<file path="src/rtl/mem_arbiter_pkg.sv">
// Shared types and constants for the two-port data-memory arbiter.
package mem_arb_pkg;

  localparam int ADDR_W_DEF   = 11;
  localparam int DATA_W_DEF   = 32;
  localparam int LOCK_MAX_DEF = 16;

  localparam logic REQ_CORE   = 1'b0;
  localparam logic REQ_LOADER = 1'b1;

  typedef enum logic {
    ARB    = 1'b0,
    LOCKED = 1'b1
  } arb_state_t;

  typedef struct packed {
    logic                  valid;
    logic [DATA_W_DEF-1:0] rdata;
  } rsp_t;

  function automatic logic other_req(input logic id);
    return ~id;
  endfunction

endpackage

</file>
<file path="src/rtl/mem_arbiter_if.sv">
// Requester and memory-side bundle of the arbiter. A request k is accepted in a
// cycle where i_req_valid[k] & o_req_ready[k]; the requester holds every field
// stable until then and never drops valid before acceptance.
interface mem_arbiter_if #(
  parameter int ADDR_W = 11,
  parameter int DATA_W = 32
);
  logic [1:0]        i_req_valid;
  logic [1:0]        o_req_ready;
  logic [ADDR_W-1:0] i_req_addr  [2];
  logic [1:0]        i_req_we;
  logic [DATA_W-1:0] i_req_wdata [2];
  logic [3:0]        i_req_bmask [2];
  logic [1:0]        i_req_lock;
  logic [1:0]        o_rsp_valid;
  logic [DATA_W-1:0] o_rsp_rdata [2];
  logic              o_lock_abort;
  logic [ADDR_W-1:0] o_mem_addr;
  logic [DATA_W-1:0] o_mem_wdata;
  logic [3:0]        o_mem_bmask;
  logic              o_mem_wren;
  logic [DATA_W-1:0] i_mem_rdata;

  modport slave (
    input  i_req_valid, i_req_addr, i_req_we, i_req_wdata, i_req_bmask, i_req_lock,
    input  i_mem_rdata,
    output o_req_ready, o_rsp_valid, o_rsp_rdata, o_lock_abort,
    output o_mem_addr, o_mem_wdata, o_mem_bmask, o_mem_wren
  );

  modport master (
    output i_req_valid, i_req_addr, i_req_we, i_req_wdata, i_req_bmask, i_req_lock,
    output i_mem_rdata,
    input  o_req_ready, o_rsp_valid, o_rsp_rdata, o_lock_abort,
    input  o_mem_addr, o_mem_wdata, o_mem_bmask, o_mem_wren
  );
endinterface

</file>
<file path="src/rtl/mem_arbiter_rr_arb2.sv">
// Two-way round-robin picker: one-hot grant, restricted to the owner while locked.
module rr_arb2 (
  input  logic [1:0] valid,
  input  logic       rr_ptr,
  input  logic       locked,
  input  logic       owner,
  output logic [1:0] grant
);
  logic [1:0] mask;
  logic [1:0] cand;

  always_comb begin
    mask  = locked ? (owner ? 2'b10 : 2'b01) : 2'b11;
    cand  = valid & mask;
    grant = cand;
    if (cand == 2'b11) grant = rr_ptr ? 2'b10 : 2'b01;
  end
endmodule

</file>
<file path="src/rtl/mem_arbiter.sv">
// Shares one byte-masked data memory between the core (req 0) and the loader
// (req 1) with round-robin fairness and a bounded bus lock.
module mem_arbiter
  import mem_arb_pkg::*;
#(
  parameter int ADDR_W   = ADDR_W_DEF,
  parameter int DATA_W   = DATA_W_DEF,
  parameter int LOCK_MAX = LOCK_MAX_DEF
) (
  input  logic          i_clk,
  input  logic          i_reset,
  mem_arbiter_if.slave  bus,
  output arb_state_t    o_dbg_state
);
  localparam int CNT_W = (LOCK_MAX > 2) ? $clog2(LOCK_MAX) : 1;
  localparam logic [CNT_W-1:0] CNT_LAST = CNT_W'(LOCK_MAX - 1);
  localparam logic [CNT_W-1:0] CNT_PRE  = CNT_W'(LOCK_MAX - 2);

  arb_state_t       state;
  logic             rr_ptr;
  logic             owner;
  logic [CNT_W-1:0] lock_cnt;
  logic             lock_abort_q;
  rsp_t             rsp_q [2];

  logic [1:0] valid_gated;
  logic [1:0] grant;
  logic       gid;
  logic       any_grant;
  logic       lock_release;

  // Nothing is accepted while reset is asserted.
  assign valid_gated = bus.i_req_valid & {2{i_reset}};

  rr_arb2 u_pick (
    .valid  (valid_gated),
    .rr_ptr (rr_ptr),
    .locked (state == LOCKED),
    .owner  (owner),
    .grant  (grant)
  );

  assign gid          = grant[1];
  assign any_grant    = |grant;
  assign lock_release = any_grant && !bus.i_req_lock[gid];

  assign bus.o_req_ready  = grant;
  assign bus.o_rsp_valid  = {rsp_q[1].valid, rsp_q[0].valid};
  assign bus.o_rsp_rdata[0] = rsp_q[0].rdata;
  assign bus.o_rsp_rdata[1] = rsp_q[1].rdata;
  assign bus.o_lock_abort = lock_abort_q;
  assign o_dbg_state      = state;

  always_comb begin
    bus.o_mem_addr  = {ADDR_W{1'b0}};
    bus.o_mem_wdata = {DATA_W{1'b0}};
    bus.o_mem_bmask = 4'b0000;
    bus.o_mem_wren  = 1'b0;
    if (any_grant) begin
      bus.o_mem_addr  = bus.i_req_addr[gid];
      bus.o_mem_wdata = bus.i_req_wdata[gid];
      bus.o_mem_bmask = bus.i_req_bmask[gid];
      bus.o_mem_wren  = bus.i_req_we[gid];
    end
  end

  always_ff @(posedge i_clk) begin
    if (!i_reset) begin
      state        <= ARB;
      rr_ptr       <= REQ_CORE;
      owner        <= REQ_CORE;
      lock_cnt     <= '0;
      lock_abort_q <= 1'b0;
      for (int k = 0; k < 2; k++) rsp_q[k] <= '0;
    end else begin
      for (int k = 0; k < 2; k++) begin
        rsp_q[k].valid <= grant[k];
        rsp_q[k].rdata <= (grant[k] && !bus.i_req_we[k]) ? bus.i_mem_rdata : '0;
      end
      // Raised one cycle early so the pulse coincides with the final locked cycle.
      lock_abort_q <= (state == LOCKED) && (lock_cnt == CNT_PRE) && !lock_release;
      unique case (state)
        ARB: begin
          if (any_grant) begin
            rr_ptr <= other_req(gid);
            if (bus.i_req_lock[gid]) begin
              state    <= LOCKED;
              owner    <= gid;
              lock_cnt <= '0;
            end
          end
        end
        LOCKED: begin
          lock_cnt <= lock_cnt + CNT_W'(1);
          if ((lock_cnt == CNT_LAST) || lock_release) begin
            state  <= ARB;
            rr_ptr <= other_req(owner);
          end
        end
        default: state <= ARB;
      endcase
    end
  end
endmodule

</file>
<file path="src/flat_wrapper.sv">
// flat-port wrapper written by rule: the top's interface ports become plain ports
module mem_arbiter_flat import mem_arb_pkg::*;
#(
  parameter int ADDR_W   = ADDR_W_DEF,
  parameter int DATA_W   = DATA_W_DEF,
  parameter int LOCK_MAX = LOCK_MAX_DEF
)
  (i_clk, i_reset, o_dbg_state, bus_i_req_valid, bus_i_req_addr, bus_i_req_we, bus_i_req_wdata, bus_i_req_bmask, bus_i_req_lock, bus_i_mem_rdata, bus_o_req_ready, bus_o_rsp_valid, bus_o_rsp_rdata, bus_o_lock_abort, bus_o_mem_addr, bus_o_mem_wdata, bus_o_mem_bmask, bus_o_mem_wren);
  mem_arbiter_if #(.ADDR_W(ADDR_W), .DATA_W(DATA_W)) bus_i ();
  input  logic i_clk;
  input  logic i_reset;
  output arb_state_t o_dbg_state;
  input wire logic [$bits(bus_i.i_req_valid)-1:0] bus_i_req_valid;
  input wire logic [$bits(bus_i.i_req_addr)-1:0] bus_i_req_addr;
  input wire logic [$bits(bus_i.i_req_we)-1:0] bus_i_req_we;
  input wire logic [$bits(bus_i.i_req_wdata)-1:0] bus_i_req_wdata;
  input wire logic [$bits(bus_i.i_req_bmask)-1:0] bus_i_req_bmask;
  input wire logic [$bits(bus_i.i_req_lock)-1:0] bus_i_req_lock;
  input wire logic [$bits(bus_i.i_mem_rdata)-1:0] bus_i_mem_rdata;
  output wire logic [$bits(bus_i.o_req_ready)-1:0] bus_o_req_ready;
  output wire logic [$bits(bus_i.o_rsp_valid)-1:0] bus_o_rsp_valid;
  output wire logic [$bits(bus_i.o_rsp_rdata)-1:0] bus_o_rsp_rdata;
  output wire logic [$bits(bus_i.o_lock_abort)-1:0] bus_o_lock_abort;
  output wire logic [$bits(bus_i.o_mem_addr)-1:0] bus_o_mem_addr;
  output wire logic [$bits(bus_i.o_mem_wdata)-1:0] bus_o_mem_wdata;
  output wire logic [$bits(bus_i.o_mem_bmask)-1:0] bus_o_mem_bmask;
  output wire logic [$bits(bus_i.o_mem_wren)-1:0] bus_o_mem_wren;
  assign bus_i.i_req_valid = bus_i_req_valid;
  assign bus_i.i_req_addr = {>>{bus_i_req_addr}};
  assign bus_i.i_req_we = bus_i_req_we;
  assign bus_i.i_req_wdata = {>>{bus_i_req_wdata}};
  assign bus_i.i_req_bmask = {>>{bus_i_req_bmask}};
  assign bus_i.i_req_lock = bus_i_req_lock;
  assign bus_i.i_mem_rdata = bus_i_mem_rdata;
  assign bus_o_req_ready = bus_i.o_req_ready;
  assign bus_o_rsp_valid = bus_i.o_rsp_valid;
  assign bus_o_rsp_rdata = {>>{bus_i.o_rsp_rdata}};
  assign bus_o_lock_abort = bus_i.o_lock_abort;
  assign bus_o_mem_addr = bus_i.o_mem_addr;
  assign bus_o_mem_wdata = bus_i.o_mem_wdata;
  assign bus_o_mem_bmask = bus_i.o_mem_bmask;
  assign bus_o_mem_wren = bus_i.o_mem_wren;
  mem_arbiter #(.ADDR_W(ADDR_W), .DATA_W(DATA_W), .LOCK_MAX(LOCK_MAX)) u_core (.i_clk(i_clk), .i_reset(i_reset), .bus(bus_i), .o_dbg_state(o_dbg_state));
endmodule
</file>
<file path="config.mk">
export PLATFORM = sky130hd
export DESIGN_NAME = mem_arbiter_flat
export DESIGN_NICKNAME = d
export VERILOG_FILES = /design/src/rtl/mem_arbiter_pkg.sv /design/src/rtl/mem_arbiter_if.sv /design/src/rtl/mem_arbiter_rr_arb2.sv /design/src/rtl/mem_arbiter.sv /design/src/flat_wrapper.sv
export SDC_FILE = /design/constraint.sdc
export NUM_CORES = 1
export LEC_CHECK = 0
export ABC_AREA = 1
export BUFFER_PORTS_ARGS = -buffer_cell sky130_fd_sc_hd__buf_2
export CELL_PAD_IN_SITES_DETAIL_PLACEMENT = 1
export CELL_PAD_IN_SITES_GLOBAL_PLACEMENT = 1
export CORE_UTILIZATION = 22
export DETAILED_ROUTE_END_ITERATION = 6
export PLACE_DENSITY = 0.8
export SLEW_MARGIN = 20
export SYNTH_ARGS = -nofsm -noshare
export SYNTH_HDL_FRONTEND = slang
export SYNTH_SLANG_ARGS = --single-unit
</file>
<file path="constraint.sdc">
create_clock -name i_clk -period 1.5 [get_ports i_clk]
set_input_delay 0.3 -clock i_clk [delete_from_list [all_inputs] [get_ports i_clk]]
set_output_delay 0.3 -clock i_clk [all_outputs]
set_load 0.01 [all_outputs]
</file>
==> impl_metrics.prom <==
# TYPE chip_impl_metric gauge
chip_impl_metric{name="p_per_area",unit="nW/um^2"} 1117
chip_impl_metric{name="global_route.usage.total",unit=""} 0.1685
chip_impl_metric{name="switching_share",unit=""} 0.2409
chip_impl_metric{name="final-max-slew-violation-count",unit=""} 0
chip_impl_metric{name="globalRoute.totalOverflow",unit=""} 0
chip_impl_metric{name="post-route-worst-setup-slack",unit="ns"} -0.4672
chip_impl_metric{name="post_synth_fa_ha_maj_area_fraction",unit=""} 0.008807
chip_impl_metric{name="dp.final_hpwl",unit="um"} 8355
chip_impl_info{name="timing.critical_path.to_type",value="primary output"} 1
chip_impl_metric{name="port_buffers",unit=""} 251
chip_impl_info{name="synth_area_leader_cell",value="sky130_fd_sc_hd__dfxtp_1"} 1
chip_impl_info{name="cts.root.buffer_cell",value="sky130_fd_sc_hd__clkbuf_16"} 1
chip_impl_info{name="largest_family_of_logic_cells_by_synthesized_area",value="simple AND/OR/NAND/NOR gates"} 1
chip_impl_metric{name="core_area",unit="sq um"} 12620
chip_impl_metric{name="syn_avg_cell_area",unit="sq um"} 9.196
chip_impl_metric{name="die_height",unit="um"} 115.6
chip_impl_info{name="crit_type",value="flop to primary output"} 1
chip_impl_metric{name="ir_worst_vdd",unit="mV"} 0.5681
chip_impl_metric{name="syn-cell-area",unit="sq um"} 2841
chip_impl_metric{name="maximum_number_of_pins_on_one_net_before_global_route_repair",unit=""} 33
chip_impl_info{name="critical_path.cell_chain",value="inv_4 > a21oi_4 > buf_6 > nand2_8 > buf_6 > or2_4 > nand2_2 > inv_2 > buf_6"} 1
chip_impl_info{name="timing.hold.worst.class",value="input port to flop"} 1
chip_impl_metric{name="instances_no_fill",unit=""} 755
chip_impl_metric{name="drt_first_pass_iters",unit=""} 4
chip_impl_metric{name="max_slew_margin",unit=""} 0.7568
chip_impl_metric{name="hold_buffers",unit=""} 0
chip_impl_metric{name="synth_enable_flop_cells",unit=""} 0
chip_impl_metric{name="cts.htree.levels",unit=""} 3
chip_impl_metric{name="period_utilization_post_route",unit=""} 1.311
chip_impl_metric{name="synthSimpleGateAreaFrac",unit=""} 0.1836
chip_impl_metric{name="synth-compound-area-share",unit=""} 0.1704
chip_impl_metric{name="clock_pin_slew_of_the_registers_on_the_worst_case_setup_and_hold_paths",unit="ns"} 0.06
chip_impl_metric{name="routabilityCongestion",unit=""} 0.8320
chip_impl_metric{name="required",unit="ns"} 1.20
chip_impl_metric{name="crit_buf_inv",unit=""} 5
chip_impl_metric{name="max_freq",unit="MHz"} 508.3
chip_impl_metric{name="cts_made_buffers",unit=""} 9
chip_impl_metric{name="clock_tree.buffer_depth",unit=""} 2
chip_impl_metric{name="place.detailed.instances",unit=""} 722
chip_impl_metric{name="p_leak",unit="nW"} 2.875
chip_impl_metric{name="fill_cells",unit=""} 1547
chip_impl_metric{name="synthDominantCellAreaShare",unit=""} 0.5214
chip_impl_metric{name="synth.yosys.warnings",unit=""} 0
chip_impl_info{name="cpMostUsedCell",value="sky130_fd_sc_hd__buf_6"} 1
chip_impl_metric{name="setup_total_negative_slack",unit="ns"} -25.37
chip_impl_info{name="top_count_cell_post_synth",value="sky130_fd_sc_hd__dfxtp_1"} 1
chip_impl_info{name="outcome",value="complete, but fails checks"} 1
chip_impl_metric{name="actual_transition_at_the_worst_max_transition_pin",unit="ns"} 0.3648
chip_impl_metric{name="final-setup-viol-count",unit=""} 87
chip_impl_metric{name="crit_arrival",unit="ns"} 1.67
chip_impl_metric{name="ff_to_ff_setup_slack",unit="ns"} -0.13
chip_impl_metric{name="final-seq-area",unit="sq um"} 1486
chip_impl_info{name="synth.area.top_cells",value="sky130_fd_sc_hd__dfxtp_1, sky130_fd_sc_hd__a22o_1, sky130_fd_sc_hd__nor2_2"} 1
chip_impl_info{name="rsz0062_at_grt",value="true"} 1
chip_impl_metric{name="muxShareOfSynthArea",unit=""} 0
chip_impl_metric{name="mappedNetlistNets",unit=""} 445
chip_impl_metric{name="synth_xor_area_frac",unit=""} 0
chip_impl_metric{name="part_of_the_power_in_registers",unit=""} 0.360
chip_impl_info{name="synth_ff_type",value="sky130_fd_sc_hd__dfxtp_1"} 1
chip_impl_metric{name="multi_input_area",unit="sq um"} 1140
chip_impl_metric{name="routed_wl",unit="um"} 12020
chip_impl_info{name="crit_slowest_cell",value="sky130_fd_sc_hd__dfxtp_4"} 1
chip_impl_metric{name="routed_via_density",unit=""} 4.285
chip_impl_info{name="crit_family",value="buffers and inverters"} 1
chip_impl_metric{name="synth-seq-area-share",unit=""} 0.5214
chip_impl_metric{name="timing_hold_violations_final",unit=""} 0
chip_impl_metric{name="floorplan.io_pins",unit=""} 252
chip_impl_metric{name="die_area",unit="sq um"} 13370
chip_impl_metric{name="timing.max_cap.violations",unit=""} 0
chip_impl_metric{name="drt.antenna.violating_nets",unit=""} 0
chip_impl_metric{name="antenna_found_initial",unit=""} 0
chip_impl_metric{name="power.share.clock",unit=""} 0.458
chip_impl_metric{name="num_antenna_cells",unit=""} 0
chip_impl_info{name="synth.cells.most_frequent",value="sky130_fd_sc_hd__dfxtp_1, sky130_fd_sc_hd__a22o_1, sky130_fd_sc_hd__inv_1"} 1
chip_impl_metric{name="finish.net_count",unit=""} 715
chip_impl_metric{name="syn_to_final_growth",unit="%"} 80.10
chip_impl_metric{name="synthDistinctLibCells",unit=""} 26
chip_impl_metric{name="floorplan.initialDensity",unit=""} 0.2252
chip_impl_metric{name="layout-drive-gt1-share",unit=""} 0.6003
chip_impl_metric{name="vias",unit=""} 3235
chip_impl_metric{name="comb_power_share",unit=""} 0.182
chip_impl_info{name="violations",value="setup timing"} 1
chip_impl_info{name="cts_tree",value="done"} 1
chip_impl_metric{name="postSynthRegisterBits",unit=""} 74
chip_impl_info{name="startpoint_type",value="flop"} 1
chip_impl_metric{name="grt_pass1_wl",unit="um"} 16700
chip_impl_metric{name="intPower",unit="mW"} 4.338
chip_impl_metric{name="routed_wire_length_per_instance",unit="um"} 15.92
chip_impl_metric{name="total_power",unit="mW"} 5.715
chip_impl_metric{name="worst-path-max-fanout",unit=""} 2
chip_impl_metric{name="finalCriticalPeriod",unit="ns"} 1.967
chip_impl_metric{name="clock-skew-final",unit="ns"} 0.005832
chip_impl_metric{name="drc",unit=""} 0
chip_impl_metric{name="cp_slowest_stage_delay",unit="ns"} 0.36
chip_impl_metric{name="hold_slack",unit="ns"} 0.1996
chip_impl_metric{name="die_x",unit="um"} 115.6
chip_impl_metric{name="p_sw",unit="mW"} 1.377
chip_impl_metric{name="numClockSinks",unit=""} 74
chip_impl_metric{name="dr.first_iter.drc_count",unit=""} 162
chip_impl_metric{name="via_count_of_the_first_global_routing_pass",unit=""} 3305
chip_impl_metric{name="clk-insertion-delay-late",unit="ns"} 0.34
chip_impl_metric{name="synth_cells",unit=""} 309
chip_impl_metric{name="rows",unit=""} 41
chip_impl_metric{name="async_s_r_ff_share_synth",unit=""} 0
## layout make-up
| cell class | instances | share of cell area |
|---|---|---|
| tap | 172 | 0.04205 |
| multi-input combinational | 167 | 0.2227 |
| clock buffer | 9 | 0.04401 |
| clock inverter | 6 | 0.02689 |
| sequential | 74 | 0.2905 |
| timing repair buffer | 278 | 0.3345 |
| inverter | 49 | 0.03936 |
## through the flow
step / setup slack (ns) / instance area (sq um) / utilization
after global routing: -0.5317 / 5117 / 0.4055
after floorplan: -0.05691 / 2873 / -
after detailed placement: -0.1815 / 4283 / 0.3394
final: -0.4672 / 5117 / 0.4055
after global placement: -0.1322 / 4283 / 0.3394
after CTS: -0.4449 / 5007 / 0.3968
## cells by family (layout without fill, tap and decap cells)
family / Yosys count / after routing
buf+inv: 68 / 342
simple gates: 107 / 107
flops: 74 / 74
fa+ha+maj: 2 / 2
compound gates: 58 / 58
## path summary, 6_finish.rpt
check	from	endpoint	cells past startpoint
worst min register to register	u_core.lock_cnt[3]$_SDFFE_PN0P_	u_core.lock_cnt[3]$_SDFFE_PN0P_	2
worst min-delay path	bus_i_mem_rdata[15]	u_core.rsp_q[1][15]$_SDFF_PN0_	3
worst max-delay path	u_core.owner$_SDFFE_PN0P_	bus_o_mem_wren	9
worst max register to register	u_core.owner$_SDFFE_PN0P_	u_core.rsp_q[1][2]$_SDFF_PN0_	8
## registers in the layout, indices dropped and copies added (netlist names)
name,count
u_core.o_dbg_state,1
u_core.bus.o_lock_abort,1
u_core.owner,1
u_core.rr_ptr,1
u_core.lock_cnt,4
u_core.rsp_q,66
## worst register-to-register path: cells and delay by family (launching register included)
family                 cells  cell delay (ns)
buffers and inverters      4             0.57
DFF                        1             0.36
and+or+nand+nor            3             0.48
AOI/OAI and AO/OA          1             0.17
## power groups by stage
stage / Sequential (mW) / Clock (mW) / Combinational, mW
floorplan: 2.12 / 0 / 0.397
global placement: 2.10 / 0 / 0.796
detailed placement: 2.10 / 0 / 0.826
CTS: 2.06 / 2.71 / 0.992
global route: 2.06 / 2.78 / 1.12
finish: 2.06 / 2.62 / 1.04
## placed cells by master, fill, tap and decap left out, types with 3 or more instances in the layout
cell type and n:
sky130_fd_sc_hd__a21oi_1 3, sky130_fd_sc_hd__a22o_1 47, sky130_fd_sc_hd__buf_12 3, sky130_fd_sc_hd__buf_16 8, sky130_fd_sc_hd__buf_2 249, sky130_fd_sc_hd__buf_4 9
sky130_fd_sc_hd__buf_6 7, sky130_fd_sc_hd__bufinv_16 4, sky130_fd_sc_hd__clkbuf_16 10, sky130_fd_sc_hd__dfxtp_1 72, sky130_fd_sc_hd__inv_1 44, sky130_fd_sc_hd__nand2_1 14
sky130_fd_sc_hd__nand2_4 6, sky130_fd_sc_hd__nand3_1 6, sky130_fd_sc_hd__nand3_4 3, sky130_fd_sc_hd__nor2_1 38, sky130_fd_sc_hd__nor2_2 31
## per-layer routing
metal / global-route usage / wire (um) / vias to the layer above
li1: - / - / 1537
met1: 0.2040 / 4820 / 1537
met2: 0.2902 / 6195 / 142
met3: 0.04603 / 818 / 19
met4: 0.05214 / 184 / 0
met5: 0 / 0 / -
## repair_timing
| action | CTS | global route |
|---|---|---|
| buffers inserted | 8 | 3 |
| setup endpoints to repair | 76 | 89 |
| endpoints found under the hold margin | 0 | 0 |
| gates cloned | 8 | 1 |
| gates resized for setup | 34 | 18 |
| pin swaps | 9 | 6 |
(Power assumes the default switching activity.)
